### config.mk
export PLATFORM = sky130hd
export DESIGN_NAME = fetch_unit
export DESIGN_NICKNAME = d
export VERILOG_FILES = /design/src/rtl/fetch_unit_pkg.sv /design/src/rtl/fetch_unit_timer.sv /design/src/rtl/fetch_unit.sv
export SDC_FILE = /design/constraint.sdc
export NUM_CORES = 1
export LEC_CHECK = 0
export BUFFER_PORTS_ARGS = -buffer_cell sky130_fd_sc_hd__buf_2
export CAP_MARGIN = 40
export CORE_MARGIN = 2
export CORE_UTILIZATION = 47
export DETAILED_ROUTE_END_ITERATION = 7
export PLACE_DENSITY = 0.83
export SETUP_SLACK_MARGIN = 0.5
export SYNTH_ARGS = -nofsm -noshare
export SYNTH_HDL_FRONTEND = slang
export SYNTH_SLANG_ARGS = --single-unit
### constraint.sdc
create_clock -name clk -period 1.8 [get_ports clk]
set_clock_uncertainty 0.05 [all_clocks]
set_input_delay 0.18 -clock clk [delete_from_list [all_inputs] [get_ports clk]]
set_output_delay 0.18 -clock clk [all_outputs]
set_load 0.03 [all_outputs]
### src/rtl/fetch_unit_pkg.sv
// Shared state encodings and default widths for the instruction fetch front-end.
// The include-guarded defines are usable by files that do not import the package.
`ifndef FETCH_UNIT_DEFS_SVH
`define FETCH_UNIT_DEFS_SVH
`define FS_IDLE 2'd0
`define FS_REQ  2'd1
`define FS_HOLD 2'd2
`define FETCH_AW 16
`define FETCH_DW 16
`endif

package fetch_unit_pkg;
   typedef enum logic [1:0] {
      IDLE = `FS_IDLE,
      REQ  = `FS_REQ,
      HOLD = `FS_HOLD
   } fetch_state_t;

   localparam int DEF_AW = `FETCH_AW;
   localparam int DEF_DW = `FETCH_DW;
endpackage

### src/rtl/fetch_unit_timer.sv
// Memory-wait counter for the fetch unit; used only when FETCH_TIMEOUT_EN is defined.
module fetch_timer
   import fetch_unit_pkg::*;
#(
   parameter int TIMEOUT = 255
) (
   input  logic clk,
   input  logic rst_n,
   input  logic active,
   input  logic ack,
   output logic expired
);
   logic [7:0] cnt_reg;

   // Held at zero outside REQ, so every new request starts counting from zero.
   always_ff @(posedge clk or negedge rst_n) begin
      if (!rst_n)
         cnt_reg <= '0;
      else if (!active || ack)
         cnt_reg <= '0;
      else
         cnt_reg <= cnt_reg + 8'd1;
   end

   // An ack in the final cycle wins over the timeout.
   assign expired = active && !ack && (cnt_reg == 8'(TIMEOUT - 1));
endmodule

### src/rtl/fetch_unit.sv
// Instruction fetch front-end: one outstanding memory read, one-entry instruction buffer.
// Optional memory-wait timeout enabled by defining FETCH_TIMEOUT_EN.
module fetch_unit
   import fetch_unit_pkg::*;
#(
   parameter int AW      = DEF_AW,
   parameter int DW      = DEF_DW,
   parameter int TIMEOUT = 255
) (
   input  logic          clk,
   input  logic          rst_n,
   input  logic [AW-1:0] pc_addr,
   output logic          pc_inc,
   input  logic          redirect,
   output logic          mem_req,
   output logic [AW-1:0] mem_addr,
   input  logic          mem_ack,
   input  logic [DW-1:0] mem_rdata,
   output logic          ir_valid,
   input  logic          ir_ready,
   output logic [DW-1:0] ir_data,
   output logic [AW-1:0] ir_pc,
   output logic          fetch_err
);
   fetch_state_t  state_reg, state_next;
   logic          kill_reg, kill_next;
   logic [AW-1:0] mem_addr_reg, mem_addr_next;
   logic [DW-1:0] ir_data_reg, ir_data_next;
   logic [AW-1:0] ir_pc_reg, ir_pc_next;
   logic          ir_valid_reg, ir_valid_next;
   logic          fetch_err_reg, fetch_err_next;
   logic          timeout;

`ifdef FETCH_TIMEOUT_EN
   fetch_timer #(.TIMEOUT(TIMEOUT)) u_timer (
      .clk     (clk),
      .rst_n   (rst_n),
      .active  (state_reg == REQ),
      .ack     (mem_ack),
      .expired (timeout)
   );
`else
   logic unused_timeout_param;
   assign unused_timeout_param = (TIMEOUT == 0);
   assign timeout = 1'b0;
`endif

   always_ff @(posedge clk or negedge rst_n) begin
      if (!rst_n) begin
         state_reg     <= IDLE;
         kill_reg      <= 1'b0;
         mem_addr_reg  <= '0;
         ir_data_reg   <= '0;
         ir_pc_reg     <= '0;
         ir_valid_reg  <= 1'b0;
         fetch_err_reg <= 1'b0;
      end else begin
         state_reg     <= state_next;
         kill_reg      <= kill_next;
         mem_addr_reg  <= mem_addr_next;
         ir_data_reg   <= ir_data_next;
         ir_pc_reg     <= ir_pc_next;
         ir_valid_reg  <= ir_valid_next;
         fetch_err_reg <= fetch_err_next;
      end
   end

   always_comb begin
      state_next     = state_reg;
      kill_next      = kill_reg;
      mem_addr_next  = mem_addr_reg;
      ir_data_next   = ir_data_reg;
      ir_pc_next     = ir_pc_reg;
      ir_valid_next  = ir_valid_reg;
      fetch_err_next = fetch_err_reg;
      pc_inc         = 1'b0;
      case (state_reg)
         IDLE: begin
            if (!redirect) begin
               state_next    = REQ;
               mem_addr_next = pc_addr;
            end
         end
         REQ: begin
            if (mem_ack) begin
               kill_next = 1'b0;
               // A redirect arriving with the ack kills the word just like an earlier one.
               if (!kill_reg && !redirect) begin
                  ir_data_next  = mem_rdata;
                  ir_pc_next    = mem_addr_reg;
                  ir_valid_next = 1'b1;
                  pc_inc        = 1'b1;
                  state_next    = HOLD;
               end else begin
                  state_next = IDLE;
               end
            end else if (timeout) begin
               kill_next      = 1'b0;
               fetch_err_next = 1'b1;
               state_next     = IDLE;
            end else if (redirect) begin
               kill_next = 1'b1;
            end
         end
         HOLD: begin
            if (redirect) begin
               ir_valid_next = 1'b0;
               state_next    = IDLE;
            end else if (ir_ready) begin
               ir_valid_next = 1'b0;
               mem_addr_next = pc_addr;
               state_next    = REQ;
            end
         end
         default: state_next = IDLE;
      endcase
   end

   assign mem_req   = (state_reg == REQ);
   assign mem_addr  = mem_addr_reg;
   assign ir_valid  = ir_valid_reg;
   assign ir_data   = ir_data_reg;
   assign ir_pc     = ir_pc_reg;
   assign fetch_err = fetch_err_reg;
endmodule

* Word level (Yosys, flattened, before mapping)
Cells that the tools add are included.
** Word-level totals
- Register bits :: 52
- Bits of input ports :: 37
- Output and inout port bits :: 52
- Logic and storage cells :: 46
** Operators by class
- Equal/unequal tests :: 8
- Muxes and demuxes :: 20
- Reductions and logical operators :: 12
** Operators by type and width (number)
- $mux 16 :: 3
- $pmux 16 s2 :: 1
- $mux 2 :: 5
- $mux 1 :: 9
- $reduce_and 4->1 :: 2
- $ne 2x2->1 const B :: 3
- $pmux 2 s3 :: 1
- $reduce_and 3->1 :: 2
- $reduce_bool 2->1 :: 3
- $ne 2x1->1 const B :: 2
- $ne 3x3->1 const B :: 1
- $eq 2x1->1 const B :: 1
- $eq 2x2->1 const B :: 1
- $logic_not 1->1 :: 2
- $logic_not 2->1 :: 1
- $pmux 1 s2 :: 1
- $reduce_and 2->1 :: 1
- $logic_and 1x1->1 :: 1

* Depth between registers and ports, before layout
- Depth in word-level cells :: 5
- Depth in mapped cells :: 5
- Depth with buffers taken out :: 4

* Least setup slack after synthesis
OpenSTA, ideal clock, no wires.
- Path kind :: flip-flop to flip-flop
- Start :: register state_reg[1]
- End :: register ir_pc_reg[10] (netlist: ir_pc[10])
- Setup time :: 125 ps
- Arrival time :: 1461 ps
- Required time :: 1625 ps
- Path slack :: 164 ps
- Stages on the path, launching flop included :: 6
- Buffers on the path :: 1
- Clock period less this slack :: 1636 ps
- Cell sequence :: dfrtp_1 nand3b_1 or3_4 clkinv_4 buf_12 mux2_4
** On the way
- Longest elaborated chain between the ends :: 2
** Ends and longest elaborated chain
- start: declaration :: RTL line fetch_unit.sv:25 : fetch_state_t state_reg, state_next;
- start signal: assignment :: RTL line fetch_unit.sv:58 : state_reg <= state_next;
- $eq 2x1->1 :: RTL line fetch_unit.sv:77 : case (state_reg)
- $reduce_and 3->1 (no line)
- end signal: assignment :: RTL line fetch_unit.sv:62 : ir_pc_reg <= ir_pc_next;
- end: declaration :: RTL line fetch_unit.sv:29 : logic [AW-1:0] ir_pc_reg, ir_pc_next;
Every way passes these cells.
A chain may end at the register's enable or synchronous reset.

* Worst setup path after layout
- Start :: register state_reg[1]
- End :: output port pc_inc
** On the way
- Longest elaborated chain between the ends :: 2
** Ends and longest elaborated chain
- $eq 2x1->1 :: RTL line fetch_unit.sv:77
- $mux 1 :: RTL line fetch_unit.sv:77
- end: declaration :: RTL line fetch_unit.sv:13 : output logic pc_inc,
Every way passes these cells.

==> impl_metrics.yaml <==
status:
  run_status: "complete, no violations"
clock_tree:
  cts_tree: "done"
  htree_levels: 2
  cts.sinks: 52
  path_clk_slew_ns: 0.09
  clock_path_buffers: 2
  root_buffer: "clkbuf_8"
  clkLatencyLatePin_ns: 0.30
  cts_made_buffers: 5
critical_path:
  worst-path-max-fanout: 5
  required_ns: 1.57
  r2r-start: "state_reg[1]"
  critical_path_arrival_ns: 1.53
  start_kind: "flop"
  end_kind: "output pin"
  startpoint: "state_reg[1]"
  crit_type: "reg2out"
drt:
  drt_iter0_markers: 44
  drtAntennaViolNets: 0
  firstDrtPassIters: 4
  vias_per_cell: 4.84
  drc: 0
  wl_per_cell_um: 15.3
  num_vias: 1384
  wirelength_um: 4390
die:
  start_util_pct: 49.1
  die_area_mm2: 0.00510
  die_w_um: 71.4
  die_y_um: 71.4
  core_mm2: 0.00435
  rows: 24
  ios: 89
final_layout:
  drive_gt1_share_pct: 72.6
  final_util_pct: 70.6
  final_area_mm2: 0.00308
  multi_input_area_um2: 806
  most-common-layout-cells: "85 x buf_2, 52 x dfrtp_1, 44 x mux2_4"
  fillerInstances: 292
  seq_area_mm2: 0.00130
  area_delta_synth_final_pct: 43.9
  antennaDiodeCount: 0
  layout_commonest_cell: "buf_2"
  nets: 270
pwr:
  combPwrFrac_pct: 49.2
  swShare_pct: 39.8
  power_uw: 5440
  p_int_uw: 3280
  seqPwrFrac_pct: 36.6
  power_density_mw_per_mm2: 1770
  clkPwrFrac_pct: 14.2
  p_leak_uw: 0.00158
  ir_drop_mv: 0.936
  switchingPower_uw: 2160
global_routing:
  grt_max_degree: 28
  grt_pass1_vias: 1360
  overflow: 0
  grt_first_pass_wirelength_um: 6850
  grt_usage_pct: 17.6
  antenna_found_initial: 0
sta:
  finalSetupViolations: 0
  fin_tns_setup_ns: 0
  grt_setup_unrepaired: "yes"
  tightest_slew_ns: 0.587
  report.final.slew_viol_count: 0
  fin_hold_ws_ns: 0.0233
  period_share_pct: 97.5
  report.final.hold_viol_count: 0
  slew_headroom_pct: 60.9
  min_period_ns: 1.76
  max_freq_mhz: 570
flow_run:
  maxCapViolations: 0
synth:
  synth_fp_nets: 157
  synth-seq-cells: 52
  yosysSeqAreaShare_pct: 60.9
  synth.distinct_cells: 19
  ys_warn_count: 0
  synth_cells: 120
  synth.cell_area_mm2: 0.00214
  avgSynthCellArea_um2: 17.8
hold_path:
  hp-class: "in2reg"
  worstHoldStart: "mem_ack"
place:
  gp_congestion: 0.720
  portBuffers: 87
  placed_cell_area_mm2: 0.00270
-- path summary, 6_finish.rpt --
check	to	slack, ns	depth (start not counted)
min reg2reg	ir_data[0]	0.46	1
max reg2reg	ir_pc[9]	0.05	6
min in group asynchronous	ir_data[7]	0.38	2
max in group asynchronous	ir_pc[7]	0.78	3
max	pc_inc	0.04	5
min	kill_reg	0.02	2
-- timing repair --
action / in CTS / in global routing
buffers inserted: 9 / 5
hold buffers: 1 / 0
hold endpoints to repair: 25 / 0
gates cloned: 2 / 2
resized for setup: 8 / 5
pin swaps: 0 / 0
endpoints found under the setup margin: 51 / 54
-- kinds of logic (layout without fill, tap and decap cells) --
family | count (synthesis) | count (layout) | share of synthesized area, %
buf+inv | 8 | 122 | 4.45
mux | 48 | 48 | 30.2
other cells | 1 | 1 | 0.175
flops | 52 | 52 | 60.9
compound gates | 6 | 6 | 2.52
simple gates | 5 | 5 | 1.76
-- routing by layer --
layer	routed length [µm]	global-route usage, %
met5	0	0
met4	47	5.03
met3	399	5.49
met2	1870	24.7
met1	2070	26.5
-- critical path, cell delays in order (launching register included) --
cell	delay, ns
dfrtp_1	0.40
nand3b_1	0.16
or3_4	0.36
clkinv_4	0.08
buf_12	0.10
buf_6	0.12
-- final cells by class --
| cell class | count | share of cell area [%] |
|---|---|---|
| multi-input cells | 60 | 26.2 |
| clock inverters | 2 | 1.14 |
| flip-flops and latches | 52 | 42.3 |
| well taps | 52 | 2.12 |
| inverters | 3 | 0.529 |
| repair buffers | 111 | 25.3 |
| clock buffers | 6 | 2.36 |
-- per-stage QoR --
step / setup slack (ns) / instances
floorplan: 0.164 / 120
global placement: 0.166 / 259
detailed placement: 0.129 / 259
CTS: 0.0471 / 279
global route: -0.0248 / 286
finish: 0.0442 / 286
-- power by group through the flow --
stage               clock, µW  combinational (µW)  sequential [µW]
global placement            0                2490             2000
finish                    772                2680             1990
detailed placement          0                2530             2000
CTS                       792                2610             1990
floorplan                   0                 860             2960
global route              844                2810             2060
-- Yosys cell counts --
master	count	area [µm²]
dfrtp_1	52	1300
mux2_4	28	420
mux2_2	20	225
buf_12	3	60.1
a21oi_1	2	10.0
inv_1	2	7.51
a211oi_4	1	20.0
a21o_1	1	7.51
and2b_1	1	7.51
buf_4	1	7.51
buf_6	1	11.3
clkinv_4	1	8.76
conb_1	1	3.75
nand3b_1	1	7.51
nor2_1	1	3.75
o22a_1	1	8.76
o31ai_1	1	7.51
or2b_1	1	7.51
or3_4	1	11.3
Power figures use the tool's default switching activity.
